===== src/rtl/fetch_pkg.sv =====
// Shared types and constants for the fetch-stage PC sequencer.
package fetch_pkg;

    localparam int XLEN = 32;
    localparam logic [XLEN-1:0] INSTR_BYTES = 32'd4;

    typedef struct packed {
        logic            valid;
        logic            pred;
        logic [XLEN-1:0] fallthrough;
    } track_entry_t;

endpackage


===== src/rtl/branch_track_pipe.sv =====
// Shift register carrying predicted-branch records from decode down to MEM.
module branch_track_pipe
    import fetch_pkg::*;
#(
    parameter int DEPTH = 2
) (
    input  logic         clk,
    input  logic         rst,
    input  logic         stall,
    input  logic         clear,
    input  logic         tail_inv,
    input  track_entry_t entry_in,
    output track_entry_t tail
);

    track_entry_t stage [DEPTH];

    always_ff @(posedge clk or posedge rst) begin
        if (rst) begin
            for (int i = 0; i < DEPTH; i++) begin
                stage[i] <= '0;
            end
        end else if (clear) begin
            for (int i = 0; i < DEPTH; i++) begin
                stage[i].valid <= 1'b0;
            end
        end else if (!stall) begin
            // A resolved tail shifts out here, so tail_inv needs no action.
            stage[0] <= entry_in;
            for (int i = 1; i < DEPTH; i++) begin
                stage[i] <= stage[i-1];
            end
        end else if (tail_inv) begin
            stage[DEPTH-1].valid <= 1'b0;
        end
    end

    assign tail = stage[DEPTH-1];

endmodule


===== src/rtl/fetch_pc_unit.sv =====
// Fetch PC sequencer: predicted redirect, MEM-stage mispredict recovery, statistics.
module fetch_pc_unit
    import fetch_pkg::*;
#(
    parameter logic [31:0] RESET_PC   = 32'h0000_0000,
    parameter int          PIPE_DEPTH = 2,
    parameter int          CNT_W      = 16
) (
    input  logic             clk,
    input  logic             rst,
    input  logic             stall,
    input  logic             branch_decode_sig,
    input  logic             prediction,
    input  logic [31:0]      branch_addr,
    input  logic [31:0]      decode_pc,
    input  logic             branch_mem_sig,
    input  logic             actual_branch_decision,
    input  logic [31:0]      actual_target,
    output logic [31:0]      pc,
    output logic             flush,
    output logic [CNT_W-1:0] branch_count,
    output logic [CNT_W-1:0] mispredict_count,
    output logic             track_err
);

    track_entry_t dec_entry;
    track_entry_t tail;
    logic         mispredict;
    logic [31:0]  pc_next;

    assign dec_entry.valid       = branch_decode_sig;
    assign dec_entry.pred        = prediction;
    assign dec_entry.fallthrough = decode_pc + INSTR_BYTES;

    branch_track_pipe #(
        .DEPTH (PIPE_DEPTH)
    ) u_track (
        .clk      (clk),
        .rst      (rst),
        .stall    (stall),
        .clear    (mispredict),
        .tail_inv (branch_mem_sig),
        .entry_in (dec_entry),
        .tail     (tail)
    );

    assign mispredict = branch_mem_sig & tail.valid & (tail.pred != actual_branch_decision);
    assign flush      = mispredict;

    always_comb begin
        pc_next = pc + INSTR_BYTES;
        if (mispredict) begin
            pc_next = actual_branch_decision ? actual_target : tail.fallthrough;
        end else if (stall) begin
            pc_next = pc;
        end else if (branch_decode_sig && prediction) begin
            pc_next = branch_addr;
        end
    end

    always_ff @(posedge clk or posedge rst) begin
        if (rst) begin
            pc <= RESET_PC;
        end else begin
            pc <= pc_next;
        end
    end

    // Statistics saturate rather than wrap so the debug readout never looks small.
    always_ff @(posedge clk or posedge rst) begin
        if (rst) begin
            branch_count     <= '0;
            mispredict_count <= '0;
            track_err        <= 1'b0;
        end else begin
            if (branch_mem_sig && (branch_count != '1)) begin
                branch_count <= branch_count + 1'b1;
            end
            if (mispredict && (mispredict_count != '1)) begin
                mispredict_count <= mispredict_count + 1'b1;
            end
            if (branch_mem_sig && !tail.valid) begin
                track_err <= 1'b1;
            end
        end
    end

endmodule


===== config.mk =====
export PLATFORM = sky130hd
export DESIGN_NAME = fetch_pc_unit
export DESIGN_NICKNAME = d
export VERILOG_FILES = /design/src/rtl/fetch_pkg.sv /design/src/rtl/branch_track_pipe.sv /design/src/rtl/fetch_pc_unit.sv
export SDC_FILE = /design/constraint.sdc
export NUM_CORES = 1
export LEC_CHECK = 0
export ABC_AREA = 1
export BUFFER_PORTS_ARGS = -buffer_cell sky130_fd_sc_hd__buf_2
export CAP_MARGIN = 15
export CELL_PAD_IN_SITES_DETAIL_PLACEMENT = 1
export CELL_PAD_IN_SITES_GLOBAL_PLACEMENT = 2
export CORE_ASPECT_RATIO = 0.7
export CORE_UTILIZATION = 27
export CTS_BUF_LIST = sky130_fd_sc_hd__clkbuf_16
export DETAILED_ROUTE_END_ITERATION = 10
export PLACE_DENSITY_LB_ADDON = 0.1
export SYNTH_ARGS = -nofsm -noshare
export SYNTH_HDL_FRONTEND = slang
export SYNTH_SLANG_ARGS = --single-unit

===== constraint.sdc =====
create_clock -name clk -period 3.6 [get_ports clk]
set_clock_uncertainty 0.2 [all_clocks]
set_input_delay 0.18 -clock clk [delete_from_list [all_inputs] [get_ports clk]]
set_output_delay 0.18 -clock clk [all_outputs]
set_load 0.02 [all_outputs]

==> results.md, run 1 <==
Drt:
- The first-pass iteration count of the detailed router is 4.
- The total routed wirelength is roughly 33 mm.
- The remaining number of nets flagged by the antenna check after routing is 0.
- The total number of vias is slightly below 9k.
- Using the TritonRoute via totals, the vias-per-cell ratio works out to between 4 and 5.
- In the routed design, unresolved DRC markers number 0.
- The wire length per cell after detailed routing is roughly 18 µm.
- In this run, the number of DRC markers left after iteration 0 of detailed routing was 524.

Pwr:
- The switching power is ~2 mW.
- The power per cell area is ~490 nW/µm².
- For this design the static power due to leakage is 5.29 nW.
- Of the total power, combinational logic draws 0.280.
- Of the total power, the clock network draws 0.332.
- VDD sags by at most ~250 µV.
- The fraction of power consumed by sequential logic is 0.388.
- Of the total power, the share spent switching nets is 0.371.
- The cell-internal power is around 3.4 mW.

Place:
- At the end of routability-driven placement, the weighted congestion stood at 0.815.
- Buffers placed on the I/O ports in this run total between 150 and 200.
- The final HPWL from detailed placement is approximately 26 mm.
- The placed standard-cell area is 9540 µm².
- Once placement completed, the tool counted placed cells totaling between 1.5k and 2k.

Timing:
- Derived from the worst setup path, the maximum achievable clock frequency is about 340 MHz.
- The final number of hold-violating endpoints was 0.
- The final setup violation count is 0.
- The max-slew violation count is 0.
- Setup repair after global routing left no endpoint under its margin.
- The total negative slack for setup checks is 0 ns.
- For the pin with the worst max-slew slack, the measured transition is roughly 0.9 ns.
- The portion of the clock cycle consumed by the worst path in the final layout is 0.807.
- In this run the tightest slew margin relative to its limit is 0.396.
- The final critical-path required period is roughly 2.9 ns.

Worst setup path:
- The endpoint identified for the worst register-to-register timing path is pc[3].
- The startpoint identified for the worst register-to-register timing path is u_track.tail[32].
- The worst register-to-register path has a depth of 9.
- The critical-path maximum fanout is 37.
- The worst reg-to-reg setup slack is ~0.75 ns.
- The startpoint kind of the worst setup timing path is an input pin.
- The critical path data required time is ~3.7 ns.
- Data arrives at the worst endpoint at a little over 3 ns.
- The critical path in this run is classified as in2reg.
- The nature of the critical path endpoint is a flop.

Hold path:
- The worst hold path was traced through 7 stages.
- The worst hold path belongs to the class in2reg.
- The worst hold path begins at actual_target[23].
- For hold timing, the worst endpoint is pc[23].

CTS:
- The number of clock buffers inserted by TritonCTS is 17.
- In this run the clock root is driven by a sky130_fd_sc_hd__clkbuf_16.
- The number of clock sinks is ~130.
- The clock reaches the later pin of the worst-skew pair after ~0.44 ns.
- TritonCTS built the clock tree.
- The count of cells resized by post-cts repair is 0.
- The maximum count of clock buffers along a single path is 2.
- The number of H-tree branching levels is 4.
- The clock-pin slew of the registers on the worst-case setup and hold paths is approximately 0.06 ns.

Finish:
- The share of layout cells above drive strength 1 is 0.164.
- The summed area of non-filler cells in the final layout is ~11000 µm².
- The count of filler cells inserted in the layout is ~3.9k.
- The multi-input combinational cells in the finished layout cover a total of about 4300 µm².
- The area growth from synthesis to layout is 32.4%.
- The final cell count without fillers is approximately 1.9k.
- The most common library cell in the layout ignoring fill and taps is sky130_fd_sc_hd__nand2_1.
- In the layout the commonest cells are sky130_fd_sc_hd__nand2_1, sky130_fd_sc_hd__nor2_1, sky130_fd_sc_hd__buf_2, sky130_fd_sc_hd__dfrtp_1, sky130_fd_sc_hd__inv_1.
- The final layout contains 1586 nets.
- Registers take between 3000 and 4000 µm².

GRT:
- The pin count of the biggest net entering global routing is 64.
- In the global route stage, overall resource usage came out at 0.221.
- The initial antenna violation count is 3.
- The aggregate global routing overflow is 0.
- The first global-routing pass estimated between 50 and 60 mm of wire.
- The number of global-route vias before repair is approximately 8.7k.

Die:
- The die covers 31600 µm².
- The core box area is between 30000 and 40000 µm².
- For this configuration, the core starts out at a cell density of 0.276.
- Pin placement for this block handled around 170 I/O pins.
- Measured along the y axis, the die boundary spans about 150 µm.
- The number of cell rows is 53.
- In this run the horizontal extent of the chip is roughly 210 µm.

Synthesis:
- The mapped netlist covers approximately 8300 µm².
- The number of unique standard cell types used by synthesis is 35.
- The flop and latch count out of synthesis is 133.
- Counting flops with an async set or reset pin after synthesis yields a share of 1.00.
- The number of nets in the synthesized netlist is ~1.3k.
- The post-synthesis instance total is roughly 1.2k.
- Averaged over all synthesized cells, the footprint is approximately 6.8 µm².
- The number of warnings reported in the yosys synthesis log is 0.
- The register area share after synthesis is 0.399.
- The most used flip-flop cell after synthesis is sky130_fd_sc_hd__dfrtp_1.
- The number of enable-type register cells in the synthesized netlist is 0.

Outcome:
- The run finished with clean final reports.

Run:
- The number of maximum-capacitance violations is 0.
[synth_stat cells, types with 7 or more instances]
cell                         n  area [µm²]
sky130_fd_sc_hd__buf_2      12        60.1
sky130_fd_sc_hd__buf_6      11         124
sky130_fd_sc_hd__clkbuf_1   11        41.3
sky130_fd_sc_hd__dfrtp_1   133        3330
sky130_fd_sc_hd__inv_1     119         447
sky130_fd_sc_hd__mux2_2     10         113
sky130_fd_sc_hd__nand2_1   449        1690
sky130_fd_sc_hd__nand3_1    72         360
sky130_fd_sc_hd__nand3b_1   18         135
sky130_fd_sc_hd__nand4_1    10        62.6
sky130_fd_sc_hd__nor2_1    174         653
sky130_fd_sc_hd__nor3_1      9        45.0
sky130_fd_sc_hd__o211ai_1    7        52.6
sky130_fd_sc_hd__o21ai_0   103         515
sky130_fd_sc_hd__o21ai_1    17        85.1
sky130_fd_sc_hd__o21ai_2     8        70.1
sky130_fd_sc_hd__xnor2_1    16         140
sky130_fd_sc_hd__xor2_1     20         175
[worst max path at each step]
stage | endpoint | start | slack, ns
after floorplan | branch_count[0] | rst | 1.57
after global placement | mispredict_count[6] | mispredict_count[0] | 1.20
after detailed placement | u_track.stage[39] | actual_branch_decision | 1.13
after CTS | pc[3] | u_track.tail[32] | 0.70
after global routing | pc[3] | u_track.tail[32] | 0.54
final | pc[0] | branch_decode_sig | 0.69
[metal layers]
metal | routed length, µm | global-route usage
met1 | 18400 | 0.349
met3 | 1170 | 0.0293
met4 | 281 | 0.0554
met2 | 13600 | 0.311
met5 | 0 | 0
[critical path, cell delays in order]
cell	delay [ns]
sky130_fd_sc_hd__dlygate4sd3_1	0.52
sky130_fd_sc_hd__buf_2	0.14
sky130_fd_sc_hd__nand2_2	0.61
sky130_fd_sc_hd__nor2_1	0.18
sky130_fd_sc_hd__nand3_1	0.14
sky130_fd_sc_hd__dlygate4sd3_1	0.57
sky130_fd_sc_hd__nand3_1	0.08
sky130_fd_sc_hd__dlygate4sd3_1	0.56
[layout make-up]
type / instances / share of cell area
multi-input combinational: 935 / 0.390
sequential: 133 / 0.301
timing repair buffer: 268 / 0.166
tap: 412 / 0.0466
inverter: 124 / 0.0427
clock buffer: 17 / 0.0385
clock inverter: 15 / 0.0149
antenna: 2 / 0.000453
[kinds of logic (layout without fill, tap and decap cells)]
family                   count (synthesis)  count (layout)  share of synthesized area
multiplexers                            11              11                     0.0147
XOR/XNOR                                36              36                     0.0378
flip-flops                             133             133                      0.399
AND/OR/NAND/NOR                        745             745                      0.366
other                                    0               2                          0
buffers and inverters                  161             424                     0.0857
adder cells (fa/ha/maj)                  4               4                    0.00599
AO/OA/AOI/OAI                          139             139                     0.0911
[power groups by stage]
| stage | sequential, mW | combinational [mW] | clock (mW) |
|---|---|---|---|
| after detailed placement | 2.13 | 1.39 | 0 |
| final | 2.11 | 1.52 | 1.81 |
| after global placement | 2.12 | 1.38 | 0 |
| after global routing | 2.15 | 1.71 | 1.91 |
| after CTS | 2.11 | 1.54 | 1.84 |
| after floorplan | 2.21 | 0.708 | 0 |
[sequential cells by signal, summed over array words and instances (netlist names)]
signal / count
track_err: 1
u_track.tail: 34
pc: 32
branch_count: 16
u_track.stage: 34
mispredict_count: 16
[per-stage QoR]
stage          utilization  hold slack (ns)  total power, mW  setup slack (ns)
2_1_floorplan            -           0.0896             2.92              1.57
3_3_place_gp         0.316          -0.0136             3.51              1.20
3_5_place_dp         0.316          -0.0201             3.53              1.13
4_1_cts              0.365          0.00327             5.48             0.695
5_1_grt              0.365           0.0494             5.77             0.535
6_report             0.365           0.0265             5.44             0.695
[repair_timing]
item | 4_1_cts | 5_1_grt
endpoints found under the hold margin | 200 | 0
setup buffers | 0 | 0
hold buffers | 91 | 0
Note: power is estimated with default switching activity, not from simulation.
==> run 2, diff against run 1 <==
--- a/config.mk
+++ b/config.mk
@@ -5,13 +5,13 @@
 export SDC_FILE = /design/constraint.sdc
 export NUM_CORES = 1
 export LEC_CHECK = 0
-export ABC_AREA = 1
+export ABC_AREA = 0
 export BUFFER_PORTS_ARGS = -buffer_cell sky130_fd_sc_hd__buf_2
 export CAP_MARGIN = 15
 export CELL_PAD_IN_SITES_DETAIL_PLACEMENT = 1
 export CELL_PAD_IN_SITES_GLOBAL_PLACEMENT = 2
 export CORE_ASPECT_RATIO = 0.7
-export CORE_UTILIZATION = 27
+export CORE_UTILIZATION = 32
 export CTS_BUF_LIST = sky130_fd_sc_hd__clkbuf_16
 export DETAILED_ROUTE_END_ITERATION = 10
 export PLACE_DENSITY_LB_ADDON = 0.1
==> constraint.sdc (replaced) <==
create_clock -name clk -period 3 [get_ports clk]
set_clock_uncertainty 0.2 [all_clocks]
set_input_delay 0.15 -clock clk [delete_from_list [all_inputs] [get_ports clk]]
set_output_delay 0.15 -clock clk [all_outputs]
set_load 0.02 [all_outputs]
==> run 2 against run 1 <==
Register-to-register slack got worse by 0.60 ns. Design area down 9.9%. Largest cell class unchanged. Power rose by 18%. Count of clock-buffer cells in the layout unchanged. Final cell count down 29%. First-iteration DRC count is 30% lower.
==> results.md, run 2 <==
Finish:
- The area growth from synthesis to layout is 38.1%.
- The count of filler cells inserted in the layout is 2576 (-35%).
- The utilization of the core after routing is 0.454 (+0.0890).
- In the layout the commonest cells are sky130_fd_sc_hd__nand2_1, sky130_fd_sc_hd__buf_2, sky130_fd_sc_hd__dfrtp_1, sky130_fd_sc_hd__dlygate4sd3_1, sky130_fd_sc_hd__xnor2_1.
- The final cell count without fillers came to 1347 (-29%).
- The number of diodes is 0 (-2).
- The layout net count came to 1159 (-27%).
- The library cell used most frequently in the layout, excluding fill and tap cells, is sky130_fd_sc_hd__nand2_1.
- The share of layout cells above drive strength 1 is 0.217 (+0.0534).

CTS:
- The maximum count of clock buffers along a single path is 2 (unchanged).
- The clock-pin slew of the registers on the worst-case setup and hold paths is 0.06 ns (about the same).
- The number of H-tree branching levels is 4 (unchanged).
- The clock root buffer master is sky130_fd_sc_hd__clkbuf_16.
- The clock latency on the worst-skew pair is 0.42 ns (-0.02 ns).
- TritonCTS built the clock tree.
- The number of clock buffers inserted by TritonCTS is 17 (unchanged).
- The number of clock sinks is 133 (unchanged).
- The count of cells resized by post-cts repair was 0 (unchanged).

Die:
- The core box area was 21900 µm² (-28%).
- The die span in y is 128 µm (-14%).
- The die outline area came to 23100 µm² (-27%).
- The horizontal die dimension is 181 µm (-15%).
- The number of cell rows is 45 (-15%).
- The effective utilization at floorplan is 0.329 (+0.0529).
- The boundary pin count is 169 (unchanged).

Worst setup path:
- The count of buffering cells on the critical path with inverters included was 2 (-2).
- The critical-path maximum fanout came to 8 (-78%).
- Walking the worst path, the cells encountered are ha_1, and4_1, nor4b_4, buf_4, nand3_1, xor2_1, o221ai_1, dlygate4sd3_1.
- The critical path data required time is 3.10 ns (-0.61 ns).
- The data arrival at the endpoint of the critical path is 2.94 ns (-0.08 ns).
- The worst setup path is captured at a flop.
- The worst setup path is of the reg2reg kind.
- The worst reg-to-reg setup slack is 0.15 ns (-0.60 ns).
- On the critical path the largest part of the delay comes from buffers and inverters.
- On the critical path, the stage with the largest delay is an instance of sky130_fd_sc_hd__dlygate4sd3_1.
- STA classifies the critical path startpoint as a flop.
- The delay of the slowest cell on the worst path is 0.60 ns (about the same).
- The depth of the worst register-to-register path is 8 (-1).
- Tracing the worst setup path back leads to its startpoint at pc[2].
- The startpoint identified for the worst register-to-register timing path is pc[2].
- The worst register-to-register path ends at pc[30].

Timing:
- The max-slew headroom at the worst pin came to 0.478 (+0.0820).
- Dividing the final minimum period by the clock period gives 0.949.
- Derived from the worst setup path, the maximum achievable clock frequency is 351 MHz.
- The final number of hold-violating endpoints was 0 (unchanged).
- The final critical-path required period is 2.85 ns.
- The max-slew violation count is 0 (unchanged).
- The final setup violation count came to 0 (unchanged).
- The transition time of the tightest slew-check pin is 0.783 ns (-0.122 ns).

Drt:
- The total DRC errors in the routed layout was 0 (unchanged).
- The wire length per cell after detailed routing is 17.9 µm (+2.0%).
- The total number of vias is 6760 (-22%).
- The first-pass iteration count of the detailed router is 4 (unchanged).
- The total routed wirelength is 24.1 mm (-28%).
- The remaining number of nets flagged by the antenna check after routing is 0 (unchanged).
- The ratio of routed vias to standard cells was 5.02 (+10%).
- The violation count after the first detailed-routing iteration is 368 (-30%).

Place:
- The placed cell count is 1217 (-32%).
- The placer's final routability congestion estimate is 0.879 (+7.8%).
- The count of buffers inserted at the top-level ports is 168 (unchanged).
- The final HPWL from detailed placement is 17.3 mm (-33%).

GRT:
- The met2 track demand over resource in global routing is 0.332 (+0.0209).
- The most congested layer reported by global routing is met2.
- The wire length of the first global-routing pass is 38.9 mm (-25%).
- The met3 layer usage reported by global route is 0.0356 (+0.00637).
- The all-layer global routing usage was 0.216 (-0.00568).
- The aggregate global routing overflow is 0 (unchanged).
- The initial antenna violation count came to 0 (-3).
- The number of global-route vias before repair was 7080 (-19%).
- The global-route track usage on met1 is 0.316 (-0.0330).
- The pin count of the biggest net entering global routing is 134 (+110%).

Synthesis:
- The register area share after synthesis came to 0.462 (+0.0633).
- The synthesized design spends more area on one cell type than any other, namely sky130_fd_sc_hd__dfrtp_1.
- The most used flip-flop cell after synthesis is sky130_fd_sc_hd__dfrtp_1.
- The number of enable-type register cells in the synthesized netlist came to 0 (unchanged).
- The most frequent cell after synthesis is sky130_fd_sc_hd__nand2_1.
- The post-synthesis average cell area is 9.03 µm² (+33%).
- Ranked by total cell area, the synthesized netlist is headed by sky130_fd_sc_hd__dfrtp_1, sky130_fd_sc_hd__nand2_1, sky130_fd_sc_hd__xnor2_1.
- The number of warnings reported in the yosys synthesis log was 0 (unchanged).
- The flop and latch count out of synthesis is 133 (unchanged).
- The post-synthesis instance total is 798 (-35%).
- The share of async-settable or async-resettable flops after synthesis is 1.00 (unchanged).
- The synthesized area is 7210 µm² (-14%).
- The top-area cell type share of the netlist area is 0.462 (+0.0633).
- By count the netlist is led by sky130_fd_sc_hd__nand2_1, sky130_fd_sc_hd__dfrtp_1, sky130_fd_sc_hd__xnor2_1, sky130_fd_sc_hd__nand3_1, sky130_fd_sc_hd__o21ai_0.
- The net count after synthesis came to 905 (-32%).
- The number of unique standard cell types used by synthesis is 48 (+37%).

Hold path:
- The count of cells along the worst hold path was 5 (-2).
- The launch instance of the worst min-delay path is actual_target[18].
- The kind of path behind the tightest hold check is in2reg.
- The path with the worst hold slack has its endpoint at pc[18].

Outcome:
- The run finished with clean final reports.

Pwr:
- The maximum vdd drop came to 402 µV (+64%).
- The proportion of total power due to net switching was 0.346 (-0.0251).
- The power per cell area was 647 nW/µm² (+31%).
- The part of the total power dissipated in the clock network came to 0.342 (+0.010).
- The cell-internal power came to 4.21 mW (+23%).
- The overall power of the completed layout is 6.44 mW (+18%).
- The leakage component of the power came to 4.61 nW (-13%).
- The switching power is 2.23 mW (+10%).
- The share of power burned in combinational logic came to 0.264 (-0.016).
- The fraction of power consumed by sequential logic is 0.394 (+0.006).

Run:
- The number of maximum-capacitance violations is 0 (unchanged).
==> run 2: layer usage <==
metal,vias up,share of wire,wire [µm]
li1,3305,-,-
met1,3298,0.51,12400
met2,147,0.44,10700
met3,10,0.036,877
met4,0,0.0073,176
met5,-,0,0
==> run 2: power groups by stage <==
stage	Combinational [mW]	Sequential, mW	Clock, mW
2_1_floorplan	0.716	2.69	0
5_1_grt	1.86	2.60	2.32
3_5_place_dp	1.50	2.57	0
6_report	1.70	2.54	2.20
3_3_place_gp	1.47	2.52	0
4_1_cts	1.70	2.53	2.25
==> run 2: area by class of cell <==
class	instances	area, µm²	area share
Clock buffer	17	425	0.0427
Clock inverter	15	193	0.0194
Inverter	8	33.8	0.00339
Multi-Input combinational cell	615	3700	0.371
Sequential cell	133	3330	0.334
Tap cell	282	353	0.0354
Timing Repair Buffer	277	1920	0.193
==> run 2: worst max-delay path by stage <==
stage               cells past startpoint      to
floorplan                               7  pc[31]
global placement                        5  pc[31]
detailed placement                      6  pc[22]
CTS                                     7  pc[30]
global route                            8  pc[30]
finish                                  8  pc[30]
==> run 2: worst register-to-register path: stages, from the launching register on <==
cell and delay (ns):
sky130_fd_sc_hd__dfrtp_1 0.45, sky130_fd_sc_hd__ha_1 0.26, sky130_fd_sc_hd__and4_1 0.37, sky130_fd_sc_hd__nor4b_4 0.26
sky130_fd_sc_hd__buf_4 0.20, sky130_fd_sc_hd__nand3_1 0.10, sky130_fd_sc_hd__xor2_1 0.16, sky130_fd_sc_hd__o221ai_1 0.14
sky130_fd_sc_hd__dlygate4sd3_1 0.60
==> run 2: what timing repair did <==
item / in CTS / in global routing
hold buffers: 96 / 0
buffers inserted: 0 / 2
setup endpoints to repair: 0 / 6
endpoints found under the hold margin: 204 / 0
==> run 2: stage by stage <==
stage | hold slack, ns | setup TNS, ns | setup WS (ns) | cell area, µm²
floorplan | 0.0347 | 0 | 0.785 | 7210
global placement | 0.145 | 0 | 0.764 | 8360
detailed placement | 0.147 | 0 | 0.664 | 8360
CTS | 0.0153 | 0 | 0.115 | 9940
global route | 0.0525 | -0.00952 | -0.00577 | 9950
finish | 0.0200 | 0 | 0.153 | 9950
==> run 2: cells by family after synthesis <==
| logic type | synth area share |
|---|---|
| AND/OR/NAND/NOR | 0.252 |
| flip-flops | 0.462 |
| AO/OA/AOI/OAI | 0.102 |
| XOR/XNOR | 0.0934 |
| buffers and inverters | 0.0274 |
| multiplexers | 0.0561 |
| adder cells (fa/ha/maj) | 0.00695 |
==> run 3, diff against run 2 <==
--- a/config.mk
+++ b/config.mk
@@ -11,10 +11,11 @@
 export CELL_PAD_IN_SITES_DETAIL_PLACEMENT = 1
 export CELL_PAD_IN_SITES_GLOBAL_PLACEMENT = 2
 export CORE_ASPECT_RATIO = 0.7
-export CORE_UTILIZATION = 32
+export CORE_UTILIZATION = 35
 export CTS_BUF_LIST = sky130_fd_sc_hd__clkbuf_16
 export DETAILED_ROUTE_END_ITERATION = 10
 export PLACE_DENSITY_LB_ADDON = 0.1
 export SYNTH_ARGS = -nofsm -noshare
 export SYNTH_HDL_FRONTEND = slang
+export SYNTH_HIERARCHICAL = 1
 export SYNTH_SLANG_ARGS = --single-unit
==> run 3 against run 2 <==
The flow now finishes with violations (design-rule violations). Sequential share of layout area shrank 0.48 points. Non-clock buffer count decreased by 3. Design area rose by 1.5%. Flip-flop and latch count did not move. Core utilization rose by 1.3 points. Worst setup slack improved by 0.083 ns. Count of clock-buffer cells in the layout did not move. Synthesized cell count fell by 8.1%. Clock power shrank 11%. Sequential power increased by 3%. Combinational power grew 12%. Via count decreased by 5.1%. Critical path type unchanged. Critical endpoint is now pc[26]. Largest cell class unchanged.
==> results.md, run 3 <==
Outcome:
- The run finished, with violations left.
- The checks that failed: design-rule violations.

Hold path:
- The kind of path behind the tightest hold check is in2reg.
- The end of the worst hold path is pc[11].
- The count of cells along the worst hold path is 5 (unchanged).
- The launch instance of the worst min-delay path is branch_addr[11].

Worst setup path:
- The critical-path maximum fanout is 13 (+5).
- STA classifies the critical path endpoint as a flop.
- The depth of the worst register-to-register path is 7 (-1).
- The cell type of the slowest stage on the worst timing path is sky130_fd_sc_hd__dlygate4sd3_1.
- The launch instance of the worst register-to-register path is u_track/tail[32].
- The delay of the slowest cell on the worst path is 0.59 ns (about the same).
- The capture instance of the worst register-to-register path is pc[26].
- The critical path data required time is 3.15 ns (+0.05 ns).
- The class of the most critical setup path is reg2reg.
- The startpoint kind of the worst setup timing path is a flop.
- The origin of the worst setup path is u_track/tail[32].
- Traced cell by cell, the critical path runs through xnor2_2, or2_4, inv_2, nor2_1, nand2_2, o221ai_1, dlygate4sd3_1.
- The worst reg-to-reg setup slack is 0.24 ns (+0.08 ns).
- The data arrival at the endpoint of the critical path is 2.92 ns (-0.02 ns).

Drt:
- The total DRC errors in the routed layout is 26 (+26).
- The routed metal-1 wirelength came to 11.5 mm (-7.2%).
- The violation count after the first detailed-routing iteration is 399 (+8.4%).
- The met2 wirelength from detailed routing is 11.0 mm (+2.5%).
- The total routed wirelength came to 23.8 mm (-1.6%).
- The amount of wire on met3 after detailed routing came to 935 µm (+6.6%).
- The ratio of routed vias to standard cells is 5.12 (+2.1%).
- The highest metal layer carrying signal wires in the routed design is met4.
- The remaining number of nets flagged by the antenna check after routing is 0 (unchanged).
- The total number of vias came to 6416 (-5.1%).
- The wire length per cell after detailed routing is 19.0 µm (+5.8%).
- The first-pass iteration count of the detailed router is 8 (+4).

Synthesis:
- The post-synthesis average cell area is 10.5 µm² (+16%).
- Sorting the synthesized cells by how often they occur yields sky130_fd_sc_hd__dfrtp_1, sky130_fd_sc_hd__nand2_1, sky130_fd_sc_hd__mux2_2, sky130_fd_sc_hd__nor2_1, sky130_fd_sc_hd__xnor2_1.
- The register area share after synthesis came to 0.432 (-0.0301).
- The top-area cell type share of the netlist area was 0.432 (-0.0301).
- The number of enable-type register cells in the synthesized netlist is 0 (unchanged).
- The cell type with the highest aggregate area in the netlist is sky130_fd_sc_hd__dfrtp_1.
- The number of warnings reported in the yosys synthesis log is 6 (+6).
- The most frequent cell after synthesis is sky130_fd_sc_hd__dfrtp_1.
- The share of async-settable or async-resettable flops after synthesis is 1.00 (unchanged).
- The flop and latch count out of synthesis came to 133 (unchanged).
- The number of unique standard cell types used by synthesis came to 54 (+13%).
- The net count after synthesis came to 840 (-7.2%).
- After synthesis, the cell types taking the most area are sky130_fd_sc_hd__dfrtp_1, sky130_fd_sc_hd__mux2_2, sky130_fd_sc_hd__mux2_4.
- The post-synthesis instance total is 733 (-8.1%).
- The synthesized area was 7710 µm² (+7.0%).
- The most instantiated flip-flop cell in the synthesis netlist is sky130_fd_sc_hd__dfrtp_1.

Timing:
- The post-route worst hold slack is 0.0144 ns (-0.00564 ns).
- The slack of the critical path was 0.236 ns (+0.0826 ns).
- The max-slew headroom at the worst pin is 0.369 (-0.108).
- The final number of hold-violating endpoints is 0 (unchanged).
- Setup repair after global routing left no endpoint under its margin.
- The portion of the clock cycle consumed by the worst path in the final layout is 0.921 (-0.0275).
- The maximum achievable frequency is 362 MHz (+3.0%).
- The transition time of the tightest slew-check pin is 0.946 ns (+0.162 ns).
- The final setup violation count is 0 (unchanged).
- The final critical-path required period came to 2.76 ns (-0.0826 ns).
- The total negative slack for setup checks was 0 ns (unchanged).
- The max-slew violation count came to 0 (unchanged).

GRT:
- The wire length of the first global-routing pass came to 37.8 mm (-2.7%).
- The all-layer global routing usage is 0.220 (+0.00446).
- The number of global-route vias before repair is 6789 (-4.1%).
- The aggregate global routing overflow is 0 (unchanged).
- The pin count of the biggest net entering global routing was 67 (-50%).
- The initial antenna violation count is 0 (unchanged).

Place:
- The count of buffers inserted at the top-level ports is 168 (unchanged).
- The final HPWL from detailed placement is 16.9 mm (-2.5%).
- The placer's final routability congestion estimate is 0.808 (-8.0%).
- The setup slack at placement came to 0.539 ns (-0.125 ns).

CTS:
- The number of H-tree branching levels is 4 (unchanged).
- The maximum count of clock buffers along a single path is 2 (unchanged).
- Clock tree synthesis selected as its root buffer the cell sky130_fd_sc_hd__clkbuf_16.
- The number of clock buffers inserted by TritonCTS is 17 (unchanged).
- The number of clock sinks came to 133 (unchanged).
- The clock latency on the worst-skew pair is 0.42 ns (about the same).
- The clock-pin slew of the registers on the worst-case setup and hold paths is 0.06 ns (about the same).
- TritonCTS built the clock tree.

Die:
- The number of cell rows came to 45 (unchanged).
- The die outline area is 22600 µm² (-2.2%).
- The boundary pin count is 169 (unchanged).
- The die span in y was 126 µm (-1.1%).
- The effective utilization at floorplan is 0.356 (+0.0275).
- The core box area is 21600 µm² (-1.3%).
- The horizontal die dimension is 179 µm (-1.1%).

Finish:
- The number of diodes is 0 (unchanged).
- The layout net count is 1065 (-8.1%).
- The share of layout cells above drive strength 1 was 0.320 (+0.103).
- Relative to the synthesized area, the layout overhead comes to 31.0%.
- The top cell types in the final layout, fill and taps aside, are sky130_fd_sc_hd__buf_2, sky130_fd_sc_hd__dfrtp_1, sky130_fd_sc_hd__dlygate4sd3_1, sky130_fd_sc_hd__nand2_1, sky130_fd_sc_hd__mux2_2.
- The count of filler cells inserted in the layout came to 2432 (-5.6%).
- The most common library cell in the layout ignoring fill and taps is sky130_fd_sc_hd__buf_2.

Pwr:
- The power per cell area came to 643 nW/µm² (-0.63%).
- The leakage component of the power is 4.58 nW (-0.46%).
- The maximum vdd drop is 438 µV (+8.9%).

Run:
- The number of maximum-capacitance violations is 0 (unchanged).
-- run 3: worst max path at each step --
stage / to / slack, ns / cells after the start
final: pc[26] / 0.24 / 7
after global routing: u_track/stage[59] / 0.08 / 10
after CTS: u_track/stage[59] / 0.01 / 9
after detailed placement: u_track/stage[60] / 0.54 / 8
after global placement: u_track/stage[60] / 0.58 / 8
after floorplan: u_track/stage[34] / 0.82 / 9
-- run 3: final cells by class --
| type | count | area (µm²) | share of cell area |
|---|---|---|---|
| inverter | 10 | 37.5 | 0.00372 |
| timing repair buffer | 274 | 1910 | 0.190 |
| clock inverter | 14 | 113 | 0.0112 |
| clock buffer | 17 | 425 | 0.0421 |
| sequential | 133 | 3330 | 0.330 |
| multi-input combinational | 522 | 3930 | 0.389 |
| tap | 282 | 353 | 0.0349 |
-- run 3: stage by stage --
step / util / cell area (µm²) / instances / total power [mW]
floorplan: - / 7710 / 733 / 3.84
global placement: 0.398 / 8600 / 1125 / 4.30
detailed placement: 0.398 / 8600 / 1125 / 4.36
CTS: 0.465 / 10000 / 1247 / 6.56
global route: 0.467 / 10100 / 1252 / 6.87
finish: 0.467 / 10100 / 1252 / 6.49
-- run 3: report_power, final --
group | switching [mW] | internal [mW]
sequential | 0.450 | 2.17
combinational | 0.984 | 0.918
clock | 0.837 | 1.13
total | 2.27 | 4.22
-- run 3: what timing repair did --
item	CTS	global route
endpoints found under the hold margin	134	0
hold buffers	91	0
gates resized for setup	0	2
buffers inserted	0	5
setup endpoints to repair	0	13
-- run 3: cell families (layout without fill, tap and decap cells) --
logic type                 Yosys count  in the layout  synth area share
and+or+nand+nor                    239            239             0.159
DFF                                133            133             0.432
muxes                              109            109             0.168
AOI/OAI and AO/OA                  103            103            0.0971
buffers and inverters               78            315            0.0607
xor gates and xnor gates            67             67            0.0771
adders and majority gates            4              4           0.00649
-- run 3: worst max-delay path: cells and delay by family (launching register included) --
kind	cells	cell delay, ns
buffers and inverters	2	0.67
xor gates and xnor gates	1	0.23
AOI/OAI and AO/OA	1	0.29
DFF	1	0.43
and+or+nand+nor	3	0.87
-- run 3: routing by layer --
| layer | track usage | up-vias |
|---|---|---|
| met1 | 0.315 | 3214 |
| li1 | - | 3029 |
| met4 | 0.0643 | 0 |
| met5 | 0 | - |
| met3 | 0.0374 | 24 |
| met2 | 0.339 | 149 |
